$ cat config.mk
export PLATFORM = sky130hd
export DESIGN_NAME = csw_tape_player
export DESIGN_NICKNAME = d
export VERILOG_FILES = /design/src/rtl/csw_tape_player.sv
export SDC_FILE = /design/constraint.sdc
export NUM_CORES = 1
export LEC_CHECK = 0
export BUFFER_PORTS_ARGS = -buffer_cell sky130_fd_sc_hd__buf_2
export CAP_MARGIN = 0
export CORE_MARGIN = 2
export CORE_UTILIZATION = 45
export DETAILED_ROUTE_END_ITERATION = 10
export PLACE_DENSITY = 0.63
export SETUP_SLACK_MARGIN = 0.4
export SLEW_MARGIN = 10
export SYNTH_ARGS = -nofsm -noshare
export SYNTH_HDL_FRONTEND = slang
export SYNTH_SLANG_ARGS = --single-unit
$ cat constraint.sdc
create_clock -name clk_sys -period 4.5 [get_ports clk_sys]
set_input_delay 0.675 -clock clk_sys [delete_from_list [all_inputs] [get_ports clk_sys]]
set_output_delay 0.675 -clock clk_sys [all_outputs]
set_load 0.02 [all_outputs]
$ cat src/rtl/csw_tape_player.sv
// CSW v1 RLE tape player: turns a pulse-length byte stream into a tape level.
// Define CSW_HDR_PARSE_EN to parse the 32-byte CSW header before pulse data.
module csw_tape_player #(
   parameter int unsigned CLK_HZ    = 64000000,
   parameter int unsigned SAMPLE_HZ = 44100
) (
   input  logic       clk_sys,
   input  logic       reset,
   input  logic       start,
   input  logic       motor,
   input  logic [7:0] in_data,
   input  logic       in_valid,
   input  logic       in_last,
   output logic       in_ready,
   output logic       tape_out,
   output logic       playing,
   output logic       error
);

   typedef enum logic [3:0] {
      S_IDLE,
      S_FETCH,
      S_L0,
      S_L1,
      S_L2,
      S_L3,
      S_COUNT,
      S_DONE
`ifdef CSW_HDR_PARSE_EN
      , S_HDR
`endif
   } state_t;

`ifdef CSW_HDR_PARSE_EN
   localparam state_t S_FIRST = S_HDR;
`else
   localparam state_t S_FIRST = S_FETCH;
`endif

   localparam logic [31:0] CLK32 = CLK_HZ;
   localparam logic [31:0] SR32  = SAMPLE_HZ;

   state_t      state;
   state_t      nxt;
   logic        rdy_nxt;
   logic [31:0] acc;
   logic [32:0] acc_sum;
   logic [31:0] acc_sub;
   logic        tick_pend;
   logic        tick_new;
   logic        consume;
   logic        count_end;
   logic [31:0] count;
   logic [23:0] len;
   logic [31:0] len_w;
   logic        last_rec;
   logic [16:0] wd;
   logic        wd_en;
   logic        xfer;
   logic        run;
   logic        fetching;
`ifdef CSW_HDR_PARSE_EN
   logic [4:0]  hdr_idx;
   logic        hdr_bad;
`endif

   assign xfer      = in_valid & in_ready;
   assign run       = motor & playing;
   assign acc_sum   = {1'b0, acc} + {1'b0, SR32};
   assign acc_sub   = acc_sum[31:0] - CLK32;
   assign tick_new  = run & (acc_sum >= {1'b0, CLK32});
   assign consume   = (state == S_COUNT) & run & tick_pend;
   assign count_end = consume & (count == 32'd1);
   assign len_w     = {in_data, len};
   assign fetching  = state inside {S_FETCH, S_L0, S_L1, S_L2, S_L3};
   assign wd_en     = fetching & ~in_valid & motor;

   always_ff @(posedge clk_sys) begin
      if (reset) begin
         state    <= S_IDLE;
         in_ready <= 1'b0;
      end else begin
         state    <= nxt;
         in_ready <= rdy_nxt;
      end
   end

   always_comb begin
      nxt = state;
      unique case (state)
         S_IDLE:  if (start) nxt = S_FIRST;
         S_FETCH: if (xfer) nxt = (in_data != 8'd0) ? S_COUNT : S_L0;
         S_L0:    if (xfer) nxt = in_last ? S_DONE : S_L1;
         S_L1:    if (xfer) nxt = in_last ? S_DONE : S_L2;
         S_L2:    if (xfer) nxt = in_last ? S_DONE : S_L3;
         S_L3:    if (xfer) nxt = in_last ? S_DONE : S_COUNT;
         S_COUNT: if (count_end) nxt = last_rec ? S_DONE : S_FETCH;
         S_DONE:  nxt = S_IDLE;
`ifdef CSW_HDR_PARSE_EN
         S_HDR: begin
            if (xfer) begin
               if (in_last)
                  nxt = S_DONE;
               else if (hdr_idx == 5'd31)
                  nxt = hdr_bad ? S_DONE : S_FETCH;
            end
         end
`endif
         default: nxt = S_IDLE;
      endcase
   end

   // in_ready is registered, so it takes a one-cycle bubble after each byte
   always_comb begin
      rdy_nxt = 1'b0;
      unique case (nxt)
         S_FETCH, S_L0, S_L1, S_L2, S_L3: rdy_nxt = ~xfer;
`ifdef CSW_HDR_PARSE_EN
         S_HDR: rdy_nxt = ~xfer;
`endif
         default: rdy_nxt = 1'b0;
      endcase
   end

   always_ff @(posedge clk_sys) begin
      if (reset) begin
         acc       <= '0;
         tick_pend <= 1'b0;
         count     <= '0;
         len       <= '0;
         last_rec  <= 1'b0;
         wd        <= '0;
         tape_out  <= 1'b0;
         playing   <= 1'b0;
         error     <= 1'b0;
`ifdef CSW_HDR_PARSE_EN
         hdr_idx   <= '0;
         hdr_bad   <= 1'b0;
`endif
      end else begin
         if (run) acc <= tick_new ? acc_sub : acc_sum[31:0];
         tick_pend <= tick_new | (tick_pend & ~consume);

         if (state == S_IDLE || xfer) begin
            wd <= '0;
         end else if (wd_en) begin
            if (!wd[16]) wd <= wd + 17'd1;
            if (wd == 17'h0FFFF) error <= 1'b1;
         end

         unique case (state)
            S_IDLE: begin
               if (start) begin
                  playing   <= 1'b1;
                  acc       <= '0;
                  tick_pend <= 1'b0;
                  last_rec  <= 1'b0;
`ifdef CSW_HDR_PARSE_EN
                  hdr_idx   <= '0;
                  hdr_bad   <= 1'b0;
`endif
               end
            end
            S_FETCH: begin
               if (xfer) begin
                  last_rec <= in_last;
                  if (in_data != 8'd0) count <= {24'd0, in_data};
               end
            end
            S_L0: if (xfer) len[7:0]   <= in_data;
            S_L1: if (xfer) len[15:8]  <= in_data;
            S_L2: if (xfer) len[23:16] <= in_data;
            S_L3: if (xfer) count <= (len_w == 32'd0) ? 32'd1 : len_w;
            S_COUNT: begin
               if (consume) begin
                  count <= count - 32'd1;
                  if (count_end) tape_out <= ~tape_out;
               end
            end
            S_DONE: playing <= 1'b0;
`ifdef CSW_HDR_PARSE_EN
            S_HDR: begin
               if (xfer) begin
                  hdr_idx <= hdr_idx + 5'd1;
                  if (hdr_idx == 5'h17 && in_data != 8'd1) hdr_bad <= 1'b1;
                  if (hdr_idx == 5'h1B && in_data != 8'd1) hdr_bad <= 1'b1;
                  if (hdr_idx == 5'h1C) tape_out <= in_data[0];
                  if (in_last || (hdr_idx == 5'd31 && hdr_bad))
                     error <= 1'b1;
               end
            end
`endif
            default: ;
         endcase
      end
   end

endmodule
==> results_dict.tcl, run 1 <==
set metrics [dict create \
    fin_cells 1125 \
    cts_resized 0 \
    wl_per_cell_um 16.3 \
    grt_antenna_before_repair 0 \
    synth_flop_cell "dfxtp_1" \
    grt_overflow 0 \
    viasPerCell 5.88 \
    post_cts_buffers 0 \
    whs_endpoint "error" \
    regToRegSetupSlack_ns 0.69 \
    path_class "flop to flop" \
    drc 2 \
    yosys.area.top_type "dfxtp_1" \
    postLayoutCellArea_um2 7870 \
    p_int_mw 1.92 \
    cts_sinks 113 \
    wirelength_um 18300 \
    holdCritStartpoint "wd[16]" \
    post-route-min-period_ns 3.81 \
    htreeDepth 4 \
    rows 46 \
    grt_pass1_wl_um 30700 \
    fp.dieW_um 130 \
    ys_warn_count 0 \
    synth_edf_count 0 \
    peakVddDrop_mv 0.297 \
    grt_use_total_pct 22.5 \
    critPathCaptureType "flop" \
    start_kind "flop" \
    async_flop_share_pct 0 \
    hold_path_depth 1 \
    post-route-util_pct 50.1 \
    power_mw 2.61 \
    vias 6620 \
    fmaxAchievable_ghz 0.262 \
    start_util_pct 45.6 \
    core_region_area_um2 15700 \
    rsz0062_at_grt "false" \
    diodes 0 \
    drt-initial-drc-count 541 \
    p_comb_share_pct 9.8 \
    drive_gt1_share_pct 11.1 \
    first_pass_iters 8 \
    slew_headroom_pct 25.4 \
    slew_violations 0 \
    synthTopCellsByArea "dfxtp_1 (32%), nor2_1 (7.3%), mux2i_1 (4.0%), nand2_1 (3.8%), a21oi_1 (3.8%)" \
    leakage_nw 2.85 \
    cts_tree "yes" \
    arrival_ns 4.15 \
    nNetsFinal 917 \
    grt_max_degree 68 \
    clk_path_buf_depth 2 \
    skew_ns 0.00839 \
    area_growth_pct 9.77 \
    synth-seq-cells 113 \
    clkPwrFrac_pct 50.5 \
    power_frac_seq_pct 39.7 \
    worstRegToRegCells 11 \
    placed_area_um2 7290 \
    setup_viol 0 \
    die-height_um 130 \
    synth_seq_area_share_pct 31.5 \
    nFillCells 1570 \
    mostFrequentLayoutCell "nor2_1" \
    die-area_um2 17000 \
    synth_cell_types 100 \
    r2r_start "acc[2]" \
    power_density_nw_per_um2 332 \
    multi_input_area_um2 4570 \
    path_max_fanout 9 \
    syn_area_per_cell_um2 7.88 \
    cts-root-buf "clkbuf_16" \
    maxCapViolations 0 \
    dp.cells 1093 \
    synth_cells 910 \
    place_hpwl_um 12400 \
    status "complete, but fails checks" \
    final_cell_mix "nor2_1 (140), dfxtp_1 (113), nand2_1 (73)" \
    hp-class "flop to flop" \
    min_period_over_period_pct 84.7 \
    power.switching_mw 0.685 \
    yosysTopAreaCellShare_pct 31.5 \
    syn_nets 931 \
    netlist_area_um2 7170 \
    violations "DRC" \
    grt_pass1_vias 5978 \
    cp.required_ns 4.84 \
    fin_setup_tns_ns 0 \
    hold_buffers 0 \
    hold_violations 0 \
    reg2reg_to "acc[15]" \
    io_pins 18 \
    drtAntennaViolNets 0 \
    swShare_pct 26.3 \
    cts_made_buffers 17 \
    insertion_delay_ns 0.41 \
    worst_slew_pin_slew_ns 1.12 \
    regArea_um2 2260 \
    io_buffers 17 \
    cts.reportedPaths.clkPinSlew_ns 0.06 \
    place.gp.congestion 0.881 \
]
==> Yosys cell counts, types with 4 or more instances <==
master,count
nor2_1,140
dfxtp_1,113
nand2_1,73
a21oi_1,54
nor3_1,51
o21ai_0,47
clkbuf_1,39
nand3_1,34
mux2i_1,29
xor2_1,28
xnor2_1,26
nor4_1,17
or3_1,17
a221oi_1,14
nand4_1,14
a211oi_1,12
nand2b_1,10
a31oi_1,9
and3_1,9
a22oi_1,8
inv_1,8
nor3b_1,8
ha_1,7
o211ai_1,7
buf_2,6
buf_6,6
o31ai_1,6
a311oi_1,5
a21o_1,4
a32o_1,4
or2_2,4
==> metal layers <==
| metal | GRT usage, % | vias to the layer above | wire length [µm] |
|---|---|---|---|
| met5 | 0 | - | 0 |
| met4 | 6.07 | 0 | 167 |
| met3 | 4.55 | 15 | 774 |
| met2 | 36.0 | 162 | 8530 |
| met1 | 30.9 | 3133 | 8860 |
| li1 | - | 3310 | - |
==> cells by family (layout without fill, tap and decap cells) <==
logic type | Yosys count | in the layout | synth area share (%)
compound gates | 224 | 224 | 22.5
simple gates | 412 | 412 | 28.6
other cells | 1 | 1 | 0.0523
xor+xnor | 54 | 54 | 6.60
flops | 113 | 113 | 31.5
buf+inv | 67 | 66 | 4.83
mux | 32 | 32 | 4.57
fa+ha+maj | 7 | 7 | 1.22
==> how the worst max path moves through the flow <==
| stage | cells past startpoint | slack, ns | to | start |
|---|---|---|---|---|
| 5_1_grt | 11 | 0.42 | acc[15] | acc[2] |
| 3_5_place_dp | 11 | 0.72 | acc[15] | acc[2] |
| 3_3_place_gp | 14 | 0.81 | acc[15] | acc[2] |
| 6_report | 11 | 0.69 | acc[15] | acc[2] |
| 2_1_floorplan | 12 | 1.22 | acc[15] | acc[2] |
| 4_1_cts | 11 | 0.72 | acc[15] | acc[2] |
==> critical path, stage by stage, from the launching register on <==
cell      delay [ns]
dfxtp_1         0.48
ha_1            0.32
and3_1          0.32
o211ai_4        0.16
o21ai_2         0.54
o311a_1         0.37
o211ai_2        0.12
and3_1          0.30
nor3_4          0.33
mux2_1          0.36
or3_1           0.31
a21oi_1         0.13
==> power by group through the flow <==
stage	Clock (mW)	Sequential (mW)	Combinational [mW]
after floorplan	0	1.05	0.201
after global placement	0	1.06	0.253
after detailed placement	0	1.06	0.253
after CTS	1.34	1.04	0.255
after global routing	1.39	1.04	0.282
final	1.32	1.04	0.255
==> area by class of cell <==
class	count	share of cell area, %
Timing Repair Buffer	26	1.94
Tap cell	216	3.43
Clock inverter	11	1.32
Inverter	8	0.381
Multi-Input combinational cell	730	58.1
Clock buffer	21	6.10
Sequential cell	113	28.7
==> sequential cells by signal, indices dropped and copies added, names as in the netlist, 4 cells and up <==
signal and count:
acc 30, count 32, len 24, state 4, wd 17
==> per-stage QoR <==
stage	setup slack (ns)	hold slack, ns
3_5_place_dp	0.722	0.444
3_3_place_gp	0.806	0.452
2_1_floorplan	1.22	0.424
5_1_grt	0.421	0.496
6_report	0.688	0.462
4_1_cts	0.721	0.462
Power figures use the tool's default switching activity.
==> inputs of run 2 (changes only) <==
ABC_AREA = 1   (was unset)
PLACE_DENSITY = 0.65   (was 0.63)
clock period = 3.2 ns   (was 4.5 ns; I/O delays follow)
==> results_dict.tcl, run 2 <==
set metrics [dict create \
    cts_sinks 113 \
    maxCapViolations 0 \
    io_buffers 17 \
    cts-root-buf "clkbuf_16" \
    nNetsFinal 1205 \
    syn_nets 1174 \
    hold_violations 0 \
    netlist_area_um2 7190 \
    synth-xor-area-share_pct 2.42 \
    synth.area.mux_share_pct 0 \
    reg_top3 "count x32, acc x30, len x24" \
    setup_ws_ns 0.525 \
    cpMaxStageDelayCell "dfxtp_4" \
    synth_seq_area_share_pct 31.5 \
    cts_tree "yes" \
    peakVddDrop_mv 0.432 \
    yosysTopAreaCellShare_pct 31.5 \
    slew_violations 0 \
    async_flop_share_pct 0 \
    place_ws_ns 0.192 \
    synth_cell_types 47 \
    grt_pass1_wl_um 33100 \
    synth-seq-cells 113 \
    setup_viol 0 \
    wirelength_um 20600 \
    start_kind "flop" \
    power_frac_seq_pct 35.7 \
    dp.cells 1367 \
    drtAntennaViolNets 0 \
    synth_edf_count 0 \
    area_growth_pct 18.6 \
    post-route-min-period_ns 2.67 \
    clk_path_buf_depth 2 \
    clkPwrFrac_pct 49.6 \
    final_cell_mix "nand2_1 (214), inv_1 (144), nor2_1 (138)" \
    drt-initial-drc-count 500 \
    hold_buffers 0 \
    grt_use_met1_pct 34.7 \
    insertion_delay_ns 0.43 \
    wl_per_cell_um 14.6 \
    drc 0 \
    fin_setup_tns_ns 0 \
    first_pass_iters 5 \
    met2_usage_pct 39.0 \
    mostFrequentLayoutCell "nand2_1" \
    synth_top_family_by_area "simple AND/OR/NAND/NOR gates" \
    grt_pass1_vias 6609 \
    grt_max_degree 44 \
    hp-class "primary input to flop" \
    cts.reportedPaths.clkPinSlew_ns 0.06 \
    fmaxAchievable_ghz 0.374 \
    arrival_ns 3.00 \
    synth_flop_cell "dfxtp_1" \
    post-route-util_pct 54.1 \
    largest_register_ff_count 32 \
    path_max_fanout 5 \
    place.gp.congestion 0.931 \
    rows 46 \
    cts_made_buffers 17 \
    swShare_pct 30.2 \
    skew_ns 0.0124 \
    vias 7522 \
    synth_cells 1153 \
    grt-busiest-layer "met2" \
    rsz0062_at_grt "true" \
    die-area_um2 17000 \
    drive_gt1_share_pct 14.7 \
    htreeDepth 4 \
    fin_cells 1413 \
    grt_overflow 0 \
    cp.required_ns 3.52 \
    start_util_pct 45.6 \
    p_comb_share_pct 14.6 \
    regMostFlops "count" \
    place_hpwl_um 14000 \
    core_region_area_um2 15800 \
    yosys.area.top_type "dfxtp_1" \
    diodes 0 \
    ys_warn_count 0 \
    crit_chain "ha_4 > nand3_4 > inv_4 > nand2_4 > nand3_2 > nand2_1 > nand2_1 > inv_1 > ha_2 > nand2_1 > nor2_1 > nand3_1 > nor2_1 > nand3_1 > nor3_2 > nand4_1 > nand2_2 > inv_8 > nand2_8 > nand2_4 > nand2_2 > nand3_2 > nand2_1 > inv_1" \
    yosys.area_share.simple_pct 35.6 \
    viasPerCell 5.32 \
    synthAdderAreaFrac_pct 1.22 \
    p_int_mw 2.92 \
    io_pins 18 \
    power_density_nw_per_um2 490 \
    leakage_nw 3.69 \
    use_met3_pct 3.79 \
    synth_common_cells "nand2_1 (224), inv_1 (148), nor2_1 (148), a21oi_1 (118), dfxtp_1 (113)" \
    worst_slew_pin_slew_ns 0.726 \
    min_period_over_period_pct 83.6 \
    synth-compound-area-share_pct 18.9 \
    synthTopCellsByArea "dfxtp_1 (31%), nand2_1 (12%), a21oi_1 (8.2%), inv_1 (7.7%), nor2_1 (7.7%)" \
    slew_headroom_pct 50.4 \
    path_class "flop to flop" \
    cpPeakStageDelay_ns 0.37 \
    cp_common_cell "nand2_1" \
    grt_antenna_before_repair 0 \
    die-height_um 130 \
    grt_use_total_pct 24.5 \
    power.switching_mw 1.26 \
    fp.dieW_um 130 \
    synth.most_common_cell "nand2_1" \
    critPathCaptureType "flop" \
    status "complete, no violations" \
    syn_area_per_cell_um2 6.24 \
]
## run 2: changes by cell type after synthesis, sizes merged, moves of 11 or more
cell    before  now
mux2i       29    0
xor2        28   11
or3         19    0
o21ai       51   98
nand2       74  240
xnor2       26    5
a211oi      12    1
inv          8  158
nor3        52   27
nand3       35  107
clkbuf      43   25
nor2       140  156
a21oi       56  121
## run 2: power by group through the flow
stage	logic [mW]	clock network, mW	registers (mW)
after floorplan	0.414	0	1.51
after global placement	0.529	0	1.52
after detailed placement	0.532	0	1.52
after CTS	0.564	2.09	1.49
after global routing	0.684	2.16	1.50
final	0.611	2.08	1.49
## run 2: cells by family (layout without fill, tap and decap cells)
kind of cell,Yosys count,count (layout)
buffers and inverters,191,231
AO/OA/AOI/OAI,250,250
adder cells (fa/ha/maj),7,7
XOR/XNOR,16,16
AND/OR/NAND/NOR,575,579
flip-flops,113,113
other,1,1
## run 2: final timing paths
| check | slack, ns | start | cells after the start | endpoint |
|---|---|---|---|---|
| worst min-delay path | 0.32 | in_last | 3 | last_rec |
| worst min register to register | 0.47 | len[0] | 2 | len[0] |
| worst max register to register | 0.53 | acc[3] | 24 | acc[25] |
| worst max-delay path | 0.53 | acc[3] | 24 | acc[25] |
## run 2: area by class of cell
class | instances | area (µm²)
inverter | 159 | 607
multi-input combinational | 853 | 4440
sequential | 113 | 2290
clock buffer | 18 | 439
fill | 1590 | 7240
tap | 216 | 270
timing repair buffer | 40 | 283
clock inverter | 14 | 196
## run 2: timing repair
action | CTS | global route
setup buffers | 0 | 10
setup endpoints to repair | 20 | 25
gates cloned | 2 | 2
resized for setup | 5 | 66
pin swaps | 1 | 16
endpoints found under the hold margin | 0 | 0
## run 2: stage by stage
stage | power, mW | hold slack, ns | area [µm²]
after CTS | 4.14 | 0.319 | 8190
after floorplan | 1.92 | 0.437 | 7190
after global routing | 4.34 | 0.334 | 8530
after detailed placement | 2.05 | 0.461 | 7500
final | 4.18 | 0.320 | 8530
after global placement | 2.05 | 0.455 | 7500
## run 2: critical path, delay by kind of cell, from the launching register on
| family | cells | cell delay [ns] |
|---|---|---|
| flops | 1 | 0.37 |
| simple gates | 18 | 1.65 |
| buf+inv | 4 | 0.23 |
| fa+ha+maj | 2 | 0.33 |
## run 2: per-layer routing
layer	wire length [µm]	part of all wire [%]	up-vias
met1	9770	47	3403
li1	-	-	3887
met3	949	4.6	25
met4	302	1.5	0
met2	9570	46	207
met5	0	0	-
